[src/rtl/keypad_pkg.sv]
// Shared types and sizes for the 4x4 keypad scanner: matrix geometry,
// scan sequencer states and the key event record carried by the event FIFO.
package keypad_pkg;

    localparam int NUM_ROWS = 4;
    localparam int NUM_COLS = 4;
    localparam int NUM_KEYS = NUM_ROWS * NUM_COLS;

    typedef enum logic [1:0] {
        DRIVE,
        SAMPLE,
        UPDATE,
        EMIT
    } scan_state_e;

    typedef struct packed {
        logic [3:0] code;
        logic       press;
    } keypad_evt_t;

endpackage

[src/rtl/keypad_evt_fifo.sv]
// Small synchronous event FIFO. A push that finds the FIFO full (with no pop in
// the same cycle) is discarded and reported by a one-cycle drop pulse.
module keypad_evt_fifo
    import keypad_pkg::*;
#(
    parameter int DEPTH = 4
) (
    input  logic       clk,
    input  logic       rst,
    input  logic       push_i,
    input  logic [3:0] push_code_i,
    input  logic       push_press_i,
    input  logic       pop_i,
    output logic       empty_o,
    output logic [3:0] head_code_o,
    output logic       head_press_o,
    output logic       drop_o
);

    localparam int AW = $clog2(DEPTH);

    keypad_evt_t mem_q [DEPTH];
    logic [AW:0] wr_q, wr_d, rd_q, rd_d;
    logic        drop_q, drop_d;
    logic        full, empty, do_pop, do_push;
    keypad_evt_t head;

    // Pointers carry one extra wrap bit so full and empty can be told apart.
    always_comb begin
        empty   = (wr_q == rd_q);
        full    = (wr_q[AW] != rd_q[AW]) && (wr_q[AW-1:0] == rd_q[AW-1:0]);
        do_pop  = pop_i && !empty;
        do_push = push_i && (!full || do_pop);
        wr_d    = do_push ? wr_q + (AW+1)'(1) : wr_q;
        rd_d    = do_pop  ? rd_q + (AW+1)'(1) : rd_q;
        drop_d  = push_i && !do_push;
    end

    always_ff @(posedge clk) begin
        if (rst) begin
            wr_q   <= '0;
            rd_q   <= '0;
            drop_q <= 1'b0;
        end else begin
            wr_q   <= wr_d;
            rd_q   <= rd_d;
            drop_q <= drop_d;
        end
    end

    always_ff @(posedge clk) begin
        if (do_push) begin
            mem_q[wr_q[AW-1:0]] <= '{code: push_code_i, press: push_press_i};
        end
    end

    // Storage is not reset, so the head is forced to zero whenever nothing is queued.
    assign head         = empty ? '0 : mem_q[rd_q[AW-1:0]];
    assign empty_o      = empty;
    assign head_code_o  = head.code;
    assign head_press_o = head.press;
    assign drop_o       = drop_q;

endmodule

[src/rtl/keypad_scan_ctrl.sv]
// 4x4 keypad scan sequencer: strobes rows, samples synchronized columns,
// debounces every key once per frame and queues press/release events.
module keypad_scan_ctrl
    import keypad_pkg::*;
#(
    parameter int SETTLE     = 4,
    parameter int DEB_FRAMES = 3,
    parameter int FIFO_DEPTH = 4
) (
    input  logic        clk,
    input  logic        rst,
    input  logic [3:0]  col_in,
    output logic [3:0]  row_out,
    output logic        evt_valid,
    input  logic        evt_ready,
    output logic [3:0]  evt_code,
    output logic        evt_press,
    output logic [15:0] keys_state,
    output logic        overflow
);

    localparam int CW = 3;

    scan_state_e         state_q, state_d;
    logic [1:0]          row_q, row_d;
    logic [7:0]          tick_q, tick_d;
    logic [3:0]          key_q, key_d;
    logic [3:0]          row_out_q, row_out_d;
    logic [NUM_COLS-1:0] sync1_q, sync2_q;
    logic [15:0]         snap_q, snap_d;
    logic [15:0]         keys_q, keys_d;
    logic [15:0]         chg_q, chg_d;
    logic [CW-1:0]       cnt_q [NUM_KEYS];
    logic [CW-1:0]       cnt_d [NUM_KEYS];
    logic                push, fifo_empty;

    always_ff @(posedge clk) begin
        if (rst) begin
            state_q <= DRIVE;
            row_q   <= '0;
            tick_q  <= '0;
            key_q   <= '0;
        end else begin
            state_q <= state_d;
            row_q   <= row_d;
            tick_q  <= tick_d;
            key_q   <= key_d;
        end
    end

    always_comb begin
        state_d = state_q;
        row_d   = row_q;
        tick_d  = tick_q;
        key_d   = key_q;
        unique case (state_q)
            DRIVE: begin
                if (tick_q == 8'(SETTLE - 1)) begin
                    tick_d  = '0;
                    state_d = SAMPLE;
                end else begin
                    tick_d = tick_q + 8'd1;
                end
            end
            SAMPLE: begin
                if (row_q == 2'(NUM_ROWS - 1)) begin
                    state_d = UPDATE;
                end else begin
                    row_d   = row_q + 2'd1;
                    state_d = DRIVE;
                end
            end
            UPDATE: begin
                key_d   = '0;
                state_d = EMIT;
            end
            EMIT: begin
                key_d = key_q + 4'd1;
                if (key_q == 4'(NUM_KEYS - 1)) begin
                    row_d   = '0;
                    state_d = DRIVE;
                end
            end
            default: state_d = DRIVE;
        endcase
    end

    // Each key toggles only after DEB_FRAMES consecutive frames disagreeing with its state.
    always_comb begin
        snap_d    = snap_q;
        keys_d    = keys_q;
        chg_d     = chg_q;
        cnt_d     = cnt_q;
        row_out_d = 4'b0000;
        if (state_q == DRIVE || state_q == SAMPLE) begin
            row_out_d = 4'b0001 << row_q;
        end
        if (state_q == SAMPLE) begin
            snap_d[{row_q, 2'b00} +: NUM_COLS] = sync2_q;
        end
        if (state_q == UPDATE) begin
            chg_d = '0;
            for (int k = 0; k < NUM_KEYS; k++) begin
                if (snap_q[k] == keys_q[k]) begin
                    cnt_d[k] = '0;
                end else if (cnt_q[k] == CW'(DEB_FRAMES - 1)) begin
                    keys_d[k] = ~keys_q[k];
                    cnt_d[k]  = '0;
                    chg_d[k]  = 1'b1;
                end else begin
                    cnt_d[k] = cnt_q[k] + CW'(1);
                end
            end
        end
    end

    always_ff @(posedge clk) begin
        if (rst) begin
            sync1_q   <= '0;
            sync2_q   <= '0;
            snap_q    <= '0;
            keys_q    <= '0;
            chg_q     <= '0;
            row_out_q <= '0;
            for (int k = 0; k < NUM_KEYS; k++) begin
                cnt_q[k] <= '0;
            end
        end else begin
            sync1_q   <= col_in;
            sync2_q   <= sync1_q;
            snap_q    <= snap_d;
            keys_q    <= keys_d;
            chg_q     <= chg_d;
            row_out_q <= row_out_d;
            cnt_q     <= cnt_d;
        end
    end

    assign push = (state_q == EMIT) && chg_q[key_q];

    keypad_evt_fifo #(
        .DEPTH(FIFO_DEPTH)
    ) u_fifo (
        .clk         (clk),
        .rst         (rst),
        .push_i      (push),
        .push_code_i (key_q),
        .push_press_i(keys_q[key_q]),
        .pop_i       (evt_valid && evt_ready),
        .empty_o     (fifo_empty),
        .head_code_o (evt_code),
        .head_press_o(evt_press),
        .drop_o      (overflow)
    );

    assign evt_valid  = !fifo_empty;
    assign row_out    = row_out_q;
    assign keys_state = keys_q;

endmodule
[config.mk]
export PLATFORM = sky130hd
export DESIGN_NAME = keypad_scan_ctrl
export DESIGN_NICKNAME = d
export VERILOG_FILES = /design/src/rtl/keypad_pkg.sv /design/src/rtl/keypad_evt_fifo.sv /design/src/rtl/keypad_scan_ctrl.sv
export SDC_FILE = /design/constraint.sdc
export NUM_CORES = 1
export LEC_CHECK = 0
export ABC_CLOCK_PERIOD_IN_PS = 3800
export CAP_MARGIN = 25
export CORE_MARGIN = 2
export CORE_UTILIZATION = 55
export DETAILED_ROUTE_END_ITERATION = 16
export PLACE_DENSITY = 0.79
export SKIP_LAST_GASP = 1
export SYNTH_ARGS = -nofsm -noshare
export SYNTH_HDL_FRONTEND = slang
export SYNTH_SLANG_ARGS = --single-unit
[constraint.sdc]
create_clock -name clk -period 3.8 [get_ports clk]
set_clock_uncertainty 0.05 [all_clocks]
set_input_delay 0.38 -clock clk [delete_from_list [all_inputs] [get_ports clk]]
set_output_delay 0.38 -clock clk [all_outputs]
set_load 0.03 [all_outputs]
# Yosys cells after proc, flatten, opt, wreduce, memory -nomap -nowiden
# Memory sizes are Yosys's and may differ from the RTL's. A register that Yosys moved wholly into a read port is not among the register bits.
# Index checks and enable logic that the tools add are counted.
[word_totals]
ff_bits = 131
latchBits = 0
ramBits = 20
rom_bits = 0
inputBits = 7
out_inout_bits = 27
wordCells = 263
mem_count = 1
[memory_table]
columns = ["name", "words", "width", "read_ports", "rd_ports_with_merged_regs", "wr", "line_no", "text"]
rows = [
  ["u_fifo.mem_q", 4, 5, 1, 1, 1, "keypad_evt_fifo.sv:22", "keypad_evt_t mem_q [DEPTH];"],
]
[classes]
n_addsub = 22
n_mul = 0
n_div = 0
n_lt_le_gt_ge = 1
n_eq_ne = 44
shifts = 3
muxes = 82
n_bitwise = 33
n_reduce_logical = 33
[op_table]
columns = ["cell", "n"]
rows = [
  ["3-bit two-way mux", 32],
  ["3-bit by 1-bit adder with 3-bit output (second input constant)", 18],
  ["3-bit AND reduction", 17],
  ["3-bit by 2-bit equality test with 1-bit output (second input constant)", 16],
  ["1-bit two-way mux", 36],
  ["1-bit inverter", 33],
  ["16-bit bitwise mux", 1],
  ["1-bit equality test", 16],
  ["4-bit by 6-bit variable shift with 16-bit output (first input constant)", 1],
  ["4-bit by 6-bit indexed part select with 16-bit output", 1],
  ["2-bit two-way mux", 6],
  ["8-bit by 1-bit adder with 8-bit output (second input constant)", 1],
  ["1-bit binary-select mux with 4-bit select", 2],
  ["8-bit by 2-bit equality test with 1-bit output (second input constant)", 1],
  ["8-bit two-way mux", 1],
  ["2-bit case mux with 4 select lines", 1],
  ["4-bit case mux with 2 select lines", 1],
  ["2-bit equality test (second input constant)", 3],
  ["1-bit logical AND", 6],
  ["2-bit inequality test (second input constant)", 3],
  ["4-bit negation with 6-bit output", 1],
  ["4-bit by 5-bit < comparator with 1-bit output (second input constant)", 1],
  ["5-bit two-way mux", 1],
  ["4-bit by 1-bit adder with 4-bit output (second input constant)", 1],
  ["other kinds (14)", 18],
]

# Longest topological paths before layout
# Gate-level depths: netlist of run 1.
[logic_depth]
depth_word = 8
depth_mapped = 6
depth_no_buf = 6

# Cells and area by module
# From an unflattened synthesis of run 1, not the netlist that was laid out.
[hier_totals]
cells_unflattened = 740
hier_area_um2 = 6886.6
[by_module_without_submodules]
columns = ["module", "instances", "cells_each", "area_per_inst_um2", "seq_area_each_um2"]
rows = [
  ["keypad_scan_ctrl", 1, 653, 5600.4, 2482.4],
  ["keypad_evt_fifo", 1, 87, 1286.2, 780.7],
]

# Least setup slack after synthesis of run 1
# Ideal clock, no wire load.
[synth_timing]
path_type = "reg-to-reg"
from = "reg key_q[0]"
to = "mem u_fifo.mem_q[2][0] (netlist name) (enable)"
setup_time_ns = 0.253
arrival_time_ns = 1.614
t_required_ns = 3.497
setup_slack_ns = 1.883
stages_incl_launch_ff = 6
path_buffers = 1
synth_period_minus_slack_ns = 1.917
path_cell_list = "dfxtp_1 > buf_6 > mux4_2 > mux2i_4 > a211oi_2 > and2_2"
[synth_via]
elab_chain_cells = 6
[synth_lines]
columns = ["element", "line_no", "text"]
rows = [
  ["start, declared", "keypad_scan_ctrl.sv:27", "logic [3:0] key_q, key_d;"],
  ["start signal, assigned", "keypad_scan_ctrl.sv:47", "key_q <= key_d;"],
  ["1-bit binary-select mux with 4-bit select", "keypad_scan_ctrl.sv:139", "assign push = (state_q == EMIT) && chg_q[key_q];"],
  ["1-bit two-way mux (implied by the code)", "keypad_scan_ctrl.sv:139", ""],
  ["1-bit logical AND", "keypad_scan_ctrl.sv:139", ""],
  ["1-bit logical AND", "keypad_evt_fifo.sv:33", "do_push = push_i && (!full || do_pop);"],
  ["1-bit two-way mux", "keypad_evt_fifo.sv:52", "if (do_push) begin"],
  ["1-bit two-way mux (implied by the code)", "keypad_evt_fifo.sv:53", "mem_q[wr_q[AW-1:0]] <= '{code: push_code_i, press: push_press_i};"],
  ["end, declared", "keypad_evt_fifo.sv:22", ""],
]
# No other way between the ends. The select of a mux whose other input is x is not followed.

# Final worst setup path of run 1
[layout_timing]
from = "reg u_fifo.wr_q[1]"
to = "out evt_code[0]"
[layout_via]
elab_chain_cells = 2
[layout_lines]
columns = ["element", "line_no", "text"]
rows = [
  ["start, declared", "keypad_evt_fifo.sv:23", "logic [AW:0] wr_q, wr_d, rd_q, rd_d;"],
  ["start signal, assigned", "keypad_evt_fifo.sv:45", "wr_q <= wr_d;"],
  ["3-bit equality test", "keypad_evt_fifo.sv:30", "empty = (wr_q == rd_q);"],
  ["5-bit two-way mux", "keypad_evt_fifo.sv:58", "assign head = empty ? '0 : mem_q[rd_q[AW-1:0]];"],
  ["end, declared", "keypad_scan_ctrl.sv:16", "output logic [3:0] evt_code,"],
]
# No other way between the ends.

==> flow_metrics.tcl, run 1 <==
set metrics [dict create \
    firstDrtPassIters 5 \
    clk_latency_ns 0.43 \
    critPathKind "flop to output port" \
    yosysUniqueCellTypes 50 \
    whs_endpoint "sync2_q[1]$_SDFF_PP0_" \
    period_minus_slack_ns 2.82 \
    grt-ovfl-total 0 \
    vias_per_cell 5.77 \
    r2r_cells 4 \
    grt_max_degree 51 \
    ys_seq_area_share_pct 47.7 \
    layout_commonest_cell "dfxtp_1" \
    hold_viol 0 \
    maxCapViolations 0 \
    grt_pass1_wl_mm 24.5 \
    numCtsBuffers 17 \
    core_area_um2 12100 \
    worstPathRequired_ns 3.37 \
    route.vias.total 5332 \
    clk_path_buf_depth 2 \
    synth_xor_xnor_area_share_pct 5.25 \
    synth_top_cell_by_area "dfxtp_1" \
    htree_num_levels 4 \
    ant_nets 0 \
    synth-main-ff-cell "dfxtp_1" \
    async_flop_share_pct 0 \
    dr.first_iter.drc_count 531 \
    antenna_found_initial 0 \
    fmax_ghz 0.355 \
    synthMuxAreaShare_pct 6.33 \
    wl_per_cell_um 16.1 \
    max-vdd-ir-drop_mv 0.374 \
    synth_seq_cells 153 \
    grt_use_total_pct 23.9 \
    synth_top_family_by_area "simple AND/OR/NAND/NOR gates" \
    finalSetupViolations 0 \
    cts.sinks 153 \
    start_util_pct 56.7 \
    fill_cells 936 \
    rsz0062_at_grt "no" \
    yosys-top-cells-area "dfxtp_1 (39%), edfxtp_1 (8.8%), nand2_1 (6.6%)" \
    hold_path.class "flop to flop" \
    final.period_utilization_pct 74.1 \
    syn_nets 742 \
    synth_top_area_share_pct 39.0 \
    worst_slew_margin_rel_pct 36.1 \
    gp_congestion 0.789 \
    syn2layout_area_growth_pct 14.9 \
    die_w_um 115 \
    row_count 40 \
    crit_arrival_ns 2.39 \
    cellLeakagePower_nw 2.78 \
    min_path_cells 1 \
    r2r_slack_ns 1.47 \
    cts_root_buffer "clkbuf_16" \
    cts_setup_buffers 0 \
    outcome "finished, final reports clean" \
    worstSetupEndpointType "output port" \
    synth-compound-area-share_pct 12.4 \
    synth_warnings 0 \
    antenna_cells 0 \
    synth_edf_count 20 \
    pin_count 34 \
    timing.setup.tns_ns 0 \
    cp-start-kind "flop" \
    die_area_um2 13300 \
    finalPower_mw 3.48 \
    worst_pin_slew_ns 0.958 \
    power_density_nw_per_um2 443 \
    slew_violations 0 \
    crit_start "u_fifo.wr_q[1]$_SDFFE_PP0P_" \
    drive_above_1_share_pct 8.20 \
    crit_path_max_fanout 6 \
    syn_inst 722 \
    synth_adder_area_share_pct 2.38 \
    clk_pin_slew_worst_paths_ns 0.06 \
    drc 0 \
    dieHeight_um 115 \
    cts_resized 0 \
    hold_buffers 0 \
    netlist_area_um2 6840 \
    grt_pass1_vias 5084 \
    min_from "sync1_q[1]$_SDFF_PP0_" \
    cts_tree "done" \
    mostFrequentLayoutCells "dfxtp_1 (133), nand2_1 (121), o21ai_0 (52)" \
    reg2reg_from "key_q[0]$_SDFFE_PP0P_" \
    synthSimpleGateAreaFrac_pct 23.0 \
    drt_wl_total_mm 14.8 \
    r2r-end "u_fifo.mem_q[1][0]$_DFFE_PP_" \
    avgSynthCellArea_um2 9.47 \
    dp_hpwl_mm 10.4 \
    finalNetCount 763 \
    port_buffers 33 \
]
## final cells by class
| class | count | area [µm²] | share of cell area, % |
|---|---|---|---|
| timing repair buffer | 37 | 355 | 4.52 |
| multi-input combinational | 524 | 3390 | 43.2 |
| clock inverter | 13 | 143 | 1.82 |
| inverter | 10 | 37.5 | 0.478 |
| clock buffer | 19 | 454 | 5.78 |
| sequential | 153 | 3260 | 41.5 |
| tap | 168 | 210 | 2.68 |
## worst max-delay path, cell delays in order, from the launching register on
cell	delay [ns]
dfxtp_1	0.35
xor2_1	0.23
nor3_1	0.65
nor2b_1	0.10
clkdlybuf4s50_1	0.62
## Yosys cell counts, types with 2 or more instances
cell type and n:
o21ai_0 52, xnor2_1 5, a22oi_1 16, buf_1 2
nand2_1 121, or3_1 2, dfxtp_1 133, nor4b_2 3
o41ai_1 2, and4b_1 14, inv_1 10, a211oi_2 2
nor3_1 6, edfxtp_1 20, mux2i_1 5, nor2b_1 30
nor4_1 8, nor3b_1 17, buf_4 2, and2_1 3
buf_6 2, a21oi_1 49, nand3b_1 5, mux2_4 2
and3_1 3, nand2b_1 2, mux4_1 4, buf_2 4
clkbuf_1 25, ha_1 13, o31ai_1 15, nand3_1 47
mux4_2 10, nor2_1 37, xor2_1 36
## worst max-delay path by stage
stage	to	slack [ns]
2_1_floorplan	u_fifo.mem_q[2][0]$_DFFE_PP_	1.88
3_3_place_gp	evt_code[2]	1.52
3_5_place_dp	evt_code[0]	1.38
4_1_cts	evt_code[0]	0.92
5_1_grt	evt_press	0.80
6_report	evt_code[0]	0.98
## sequential cells by signal (all words and copies together), names as in the netlist, named ones only
register,flops
key_q,4
sync2_q,4
state_q,1
u_fifo.wr_q,3
keys_state,16
chg_q,16
tick_q,8
u_fifo.mem_q,20
cnt_q,48
u_fifo.drop_o,1
u_fifo.rd_q,3
row_q,2
row_out,4
snap_q,16
sync1_q,4
## power by group
part | total [mW] | switching, mW | internal, mW
combinational | 0.112 | 0.0710 | 0.0405
sequential | 1.67 | 0.0232 | 1.65
clock | 1.69 | 0.682 | 1.01
total | 3.48 | 0.776 | 2.70
## kinds of logic (layout without fill, tap and decap cells)
logic type / Yosys count / count (layout)
fa+ha+maj: 13 / 13
compound gates: 142 / 142
simple gates: 306 / 306
xor+xnor: 41 / 41
buf+inv: 45 / 79
flops: 153 / 153
mux: 22 / 22
## metal layers
layer | up-vias | GRT usage [%] | routed length (µm) | share of wire [%]
met1 | 2551 | 29.8 | 6320 | 43
met4 | 0 | 9.40 | 245 | 1.7
met3 | 23 | 7.01 | 844 | 5.7
met5 | - | 0 | 0 | 0
li1 | 2611 | - | - | -
met2 | 147 | 39.2 | 7420 | 50
## through the flow
stage / instances / utilization [%] / hold WS (ns) / area, µm² / setup slack, ns
floorplan: 722 / - / 0.364 / 6840 / 1.88
global placement: 892 / 60.2 / 0.370 / 7260 / 1.52
detailed placement: 892 / 60.2 / 0.379 / 7260 / 1.38
CTS: 924 / 65.1 / 0.393 / 7860 / 0.919
global route: 924 / 65.1 / 0.414 / 7860 / 0.801
finish: 924 / 65.1 / 0.390 / 7860 / 0.983
(Power assumes the default switching activity.)
==> run 2, diff against run 1 <==
--- a/config.mk
+++ b/config.mk
@@ -5,7 +5,7 @@
 export SDC_FILE = /design/constraint.sdc
 export NUM_CORES = 1
 export LEC_CHECK = 0
-export ABC_CLOCK_PERIOD_IN_PS = 3800
+export ABC_CLOCK_PERIOD_IN_PS = 2780
 export CAP_MARGIN = 25
 export CORE_MARGIN = 2
 export CORE_UTILIZATION = 55
==> constraint.sdc (replaced) <==
create_clock -name clk -period 2.78 [get_ports clk]
set_clock_uncertainty 0.05 [all_clocks]
set_input_delay 0.278 -clock clk [delete_from_list [all_inputs] [get_ports clk]]
set_output_delay 0.278 -clock clk [all_outputs]
set_load 0.03 [all_outputs]
==> flow_metrics.tcl, run 2 (synthesis gave the netlist of run 1 again) <==
set metrics [dict create \
    mostFrequentLayoutCells "dfxtp_1 (133), nand2_1 (121), o21ai_0 (52)" \
    crit_path_max_fanout 6 \
    timing.setup.tns_ns 0 \
    swShare_pct 22.5 \
    r2r-end "u_fifo.mem_q[1][0]$_DFFE_PP_" \
    pin_count 34 \
    crit_arrival_ns 2.23 \
    clk_pin_slew_worst_paths_ns 0.06 \
    ant_nets 0 \
    r2r_cells 4 \
    p_seq_share_pct 49.9 \
    critPathKind "flop to output port" \
    grt_pass1_wl_mm 25.2 \
    dieHeight_um 115 \
    cp-start-kind "flop" \
    fill_cells 940 \
    largest_reg_flops 48 \
    max-vdd-ir-drop_mv 0.388 \
    crit_start "u_fifo.wr_q[1]$_SDFFE_PP0P_" \
    core_area_um2 12100 \
    htree_num_levels 4 \
    finalSetupViolations 0 \
    finalPower_mw 4.58 \
    cts_root_buffer "clkbuf_16" \
    grt_use_total_pct 24.4 \
    clk_path_buf_depth 2 \
    cts_resized 0 \
    period_minus_slack_ns 2.55 \
    regMostFlops "cnt_q" \
    hold_path.class "input pin to flop" \
    firstDrtPassIters 5 \
    worst_slew_margin_rel_pct 55.7 \
    numCtsBuffers 17 \
    power_density_nw_per_um2 583 \
    cpMaxStageDelayCell "clkdlybuf4s50_1" \
    whs_endpoint "u_fifo.rd_q[0]$_SDFFE_PP0P_" \
    maxCapViolations 0 \
    worst_pin_slew_ns 0.664 \
    final.period_utilization_pct 91.8 \
    grt-ovfl-total 0 \
    hold_buffers 0 \
    slowest_delay_ns 0.67 \
    fmax_ghz 0.392 \
    drt_wl_total_mm 15.2 \
    dp_hpwl_mm 10.7 \
    min_path_cells 3 \
    cts_tree "done" \
    antenna_cells 0 \
    row_count 40 \
    vias_per_cell 5.77 \
    drive_above_1_share_pct 8.70 \
    finalNetCount 766 \
    wl_per_cell_um 16.4 \
    port_buffers 33 \
    die_w_um 115 \
    crit_family "buffers and inverters" \
    gp_congestion 0.794 \
    dr.first_iter.drc_count 371 \
    start_util_pct 56.7 \
    path_cells "xor2_1, nor3_2, nor2b_1, clkdlybuf4s50_1" \
    rsz0062_at_grt "no" \
    p_switching_mw 1.03 \
    hold_viol 0 \
    layout_commonest_cell "dfxtp_1" \
    slew_violations 0 \
    cts_setup_buffers 0 \
    grt_max_degree 53 \
    worstPathRequired_ns 2.45 \
    outcome "finished, final reports clean" \
    path_buf_inv 1 \
    grt_pass1_vias 5103 \
    worstSetupEndpointType "output port" \
    cellLeakagePower_nw 2.78 \
    antenna_found_initial 0 \
    drc 0 \
    p_int_mw 3.55 \
    p_clk_share_pct 46.8 \
    die_area_um2 13300 \
    clk_latency_ns 0.42 \
    syn2layout_area_growth_pct 14.8 \
    min_from "rst" \
    route.vias.total 5351 \
    reg2reg_from "key_q[0]$_SDFFE_PP0P_" \
    cts.sinks 153 \
    comb_power_share_pct 3.3 \
    r2r_slack_ns 0.42 \
    crit_cells 4 \
]
## run 2: cell types whose count changed in the layout (fill, tap and decap cells not counted), sizes merged
cell,change
buf,+3
bufinv,-2
clkbuf,+2
clkinv,-1
clkinvlp,+2
inv,-1
## run 2: worst min-delay path: stages
cell,delay [ns]
buf_2,0.12
buf_4,0.25
nor2_1,0.13
## run 2: worst max path at each step
| stage | endpoint | slack [ns] |
|---|---|---|
| 6_report | evt_code[2] | 0.23 |
| 4_1_cts | evt_code[2] | 0.1 |
| 2_1_floorplan | u_fifo.mem_q[2][0]$_DFFE_PP_ | 0.86 |
| 3_3_place_gp | u_fifo.mem_q[1][0]$_DFFE_PP_ | 0.57 |
| 5_1_grt | evt_code[3] | 0.09 |
| 3_5_place_dp | u_fifo.mem_q[1][3]$_DFFE_PP_ | 0.42 |
## run 2: metal layers
layer | up-vias | share of wire (%) | wire [µm] | GRT usage [%]
li1 | 2616 | - | - | -
met4 | 0 | 2.2 | 340 | 8.92
met1 | 2571 | 42 | 6440 | 29.2
met5 | - | 0 | 0 | 0
met3 | 36 | 4.4 | 661 | 6.49
met2 | 128 | 51 | 7720 | 42.3
## run 2: metrics by stage
step	cells	cell area [µm²]	hold slack, ns	utilization (%)	setup WS, ns
2_1_floorplan	722	6840	0.356	-	0.863
3_3_place_gp	895	7290	0.380	60.5	0.570
3_5_place_dp	895	7290	0.375	60.5	0.423
4_1_cts	927	7850	0.331	65.0	0.0978
5_1_grt	927	7850	0.347	65.1	0.0895
6_report	927	7850	0.339	65.1	0.227
## run 2: area by class of cell
type	count	area (µm²)	area share [%]
clock buffer	21	482	6.14
clock inverter	11	70.1	0.893
inverter	10	37.5	0.478
multi-input combinational	524	3400	43.3
sequential	153	3260	41.6
tap	168	210	2.68
timing repair buffer	40	390	4.97
## run 2: power by group through the flow
stage | logic (mW) | clock network, mW | registers (mW)
3_5_place_dp | 0.149 | 0 | 2.33
2_1_floorplan | 0.111 | 0 | 2.33
6_report | 0.149 | 2.14 | 2.29
5_1_grt | 0.169 | 2.27 | 2.29
3_3_place_gp | 0.144 | 0 | 2.33
4_1_cts | 0.150 | 2.16 | 2.29
==> run 3, diff against run 2 <==
--- a/config.mk
+++ b/config.mk
@@ -7,10 +7,13 @@
 export LEC_CHECK = 0
 export ABC_CLOCK_PERIOD_IN_PS = 2780
 export CAP_MARGIN = 25
+export CELL_PAD_IN_SITES_DETAIL_PLACEMENT = 0
+export CELL_PAD_IN_SITES_GLOBAL_PLACEMENT = 1
 export CORE_MARGIN = 2
-export CORE_UTILIZATION = 55
+export CORE_UTILIZATION = 47
 export DETAILED_ROUTE_END_ITERATION = 16
-export PLACE_DENSITY = 0.79
+export PLACE_DENSITY = 0.85
+export SKIP_CTS_REPAIR_TIMING = 1
 export SKIP_LAST_GASP = 1
 export SYNTH_ARGS = -nofsm -noshare
 export SYNTH_HDL_FRONTEND = slang
==> flow_metrics.tcl, run 3 (synthesis gave the netlist of run 1 again) <==
set metrics [dict create \
    multi_input_area_um2 3400 \
    crit_arrival_ns 2.25 \
    path_buf_inv 1 \
    fill_cells 1260 \
    layout_commonest_cell "dfxtp_1" \
    mostFrequentLayoutCells "dfxtp_1 (133), nand2_1 (121), o21ai_0 (52)" \
    core_area_um2 14400 \
    grt_pass1_wl_mm 25.2 \
    clk_pin_slew_worst_paths_ns 0.06 \
    slowest_delay_ns 0.67 \
    grt_use_total_pct 19.9 \
    die_area_um2 15500 \
    crit_path_max_fanout 6 \
    rsz0062_at_grt "no" \
    row_count 44 \
    cp-start-kind "flop" \
    numCtsBuffers 17 \
    hold_path.class "input pin to flop" \
    grt-ovfl-total 0 \
    htree_num_levels 4 \
    cts_tree "done" \
    clk_latency_ns 0.43 \
    crit_family "buffers and inverters" \
    pre_cts_ws_ns 0.474 \
    dr.first_iter.drc_count 349 \
    final-seq-area_um2 3260 \
    die_w_um 125 \
    fmax_ghz 0.388 \
    postPlaceCellArea_um2 7320 \
    p_seq_share_pct 49.5 \
    swShare_pct 22.3 \
    drive_above_1_share_pct 8.80 \
    largest_reg_flops 48 \
    period_minus_slack_ns 2.58 \
    p_int_mw 3.59 \
    p_clk_share_pct 47.2 \
    route.vias.total 5326 \
    vias_per_cell 5.64 \
    slew_violations 0 \
    finalSetupViolations 0 \
    worst_slew_margin_rel_pct 46.9 \
    worst_slack_ns 0.205 \
    power_density_nw_per_um2 587 \
    port_buffers 33 \
    clk_path_buf_depth 2 \
    timing.setup.tns_ns 0 \
    grt_pass1_vias 5204 \
    finalNetCount 768 \
    cts.sinks 153 \
    final.period_utilization_pct 92.6 \
    regMostFlops "cnt_q" \
    cpMaxStageDelayCell "clkdlybuf4s50_1" \
    pin_count 34 \
    worstSetupEndpointType "output port" \
    start_util_pct 47.6 \
    cellLeakagePower_nw 2.80 \
    wl_per_cell_um 15.9 \
    drt_wl_total_mm 15.1 \
    fin_area_um2 7880 \
    hold_viol 0 \
    critPathKind "flop to output port" \
    antenna_cells 0 \
    syn2layout_area_growth_pct 15.3 \
    finalPower_mw 4.62 \
    antenna_found_initial 1 \
    max-vdd-ir-drop_mv 0.402 \
    outcome "finished, final reports clean" \
    drc 0 \
    maxCapViolations 0 \
    grt_max_degree 51 \
    dieHeight_um 125 \
    gp_congestion 0.839 \
    worst_pin_slew_ns 0.796 \
    path_cells "xor2_1, nor3_2, nor2b_1, clkdlybuf4s50_1" \
    cts_root_buffer "clkbuf_16" \
    p_switching_mw 1.03 \
    ant_nets 0 \
    comb_power_share_pct 3.4 \
    holdWs_ns 0.152 \
    worstPathRequired_ns 2.45 \
    firstDrtPassIters 5 \
    dp_hpwl_mm 10.6 \
]
run 3: per-layer routing:
metal / vias to the layer above / part of all wire, % / global-route usage, %
met5: - / 0 / 0
met4: 0 / 1.4 / 6.74
met2: 89 / 50 / 33.9
li1: 2616 / - / -
met3: 16 / 3.4 / 4.77
met1: 2605 / 45 / 24.9
run 3: layout make-up:
class,count,share of cell area (%)
clock buffer,20,5.81
timing repair buffer,42,4.99
clock inverter,12,1.27
tap,184,2.92
inverter,10,0.476
sequential,153,41.4
multi-input combinational,524,43.1
run 3: power by group through the flow:
stage,clock [mW],combinational (mW),sequential [mW]
after global placement,0,0.148,2.33
after global routing,2.31,0.174,2.29
final,2.18,0.155,2.29
after CTS,2.21,0.155,2.29
after floorplan,0,0.111,2.33
after detailed placement,0,0.155,2.34
run 3: per-stage QoR:
step / util, % / cells
global route: 54.8 / 945
detailed placement: 50.9 / 913
finish: 54.8 / 945
CTS: 54.8 / 945
floorplan: - / 722
global placement: 50.9 / 913
run 3: final timing paths:
kind,endpoint,from,depth (start not counted),slack (ns)
max,evt_press,u_fifo.wr_q[0]$_SDFFE_PP0P_,4,0.20
min,u_fifo.rd_q[0]$_SDFFE_PP0P_,rst,2,0.15
max reg2reg,u_fifo.mem_q[0][4]$_DFFE_PP_,key_q[0]$_SDFFE_PP0P_,4,0.46
min reg2reg,sync2_q[3]$_SDFF_PP0_,sync1_q[3]$_SDFF_PP0_,1,0.40
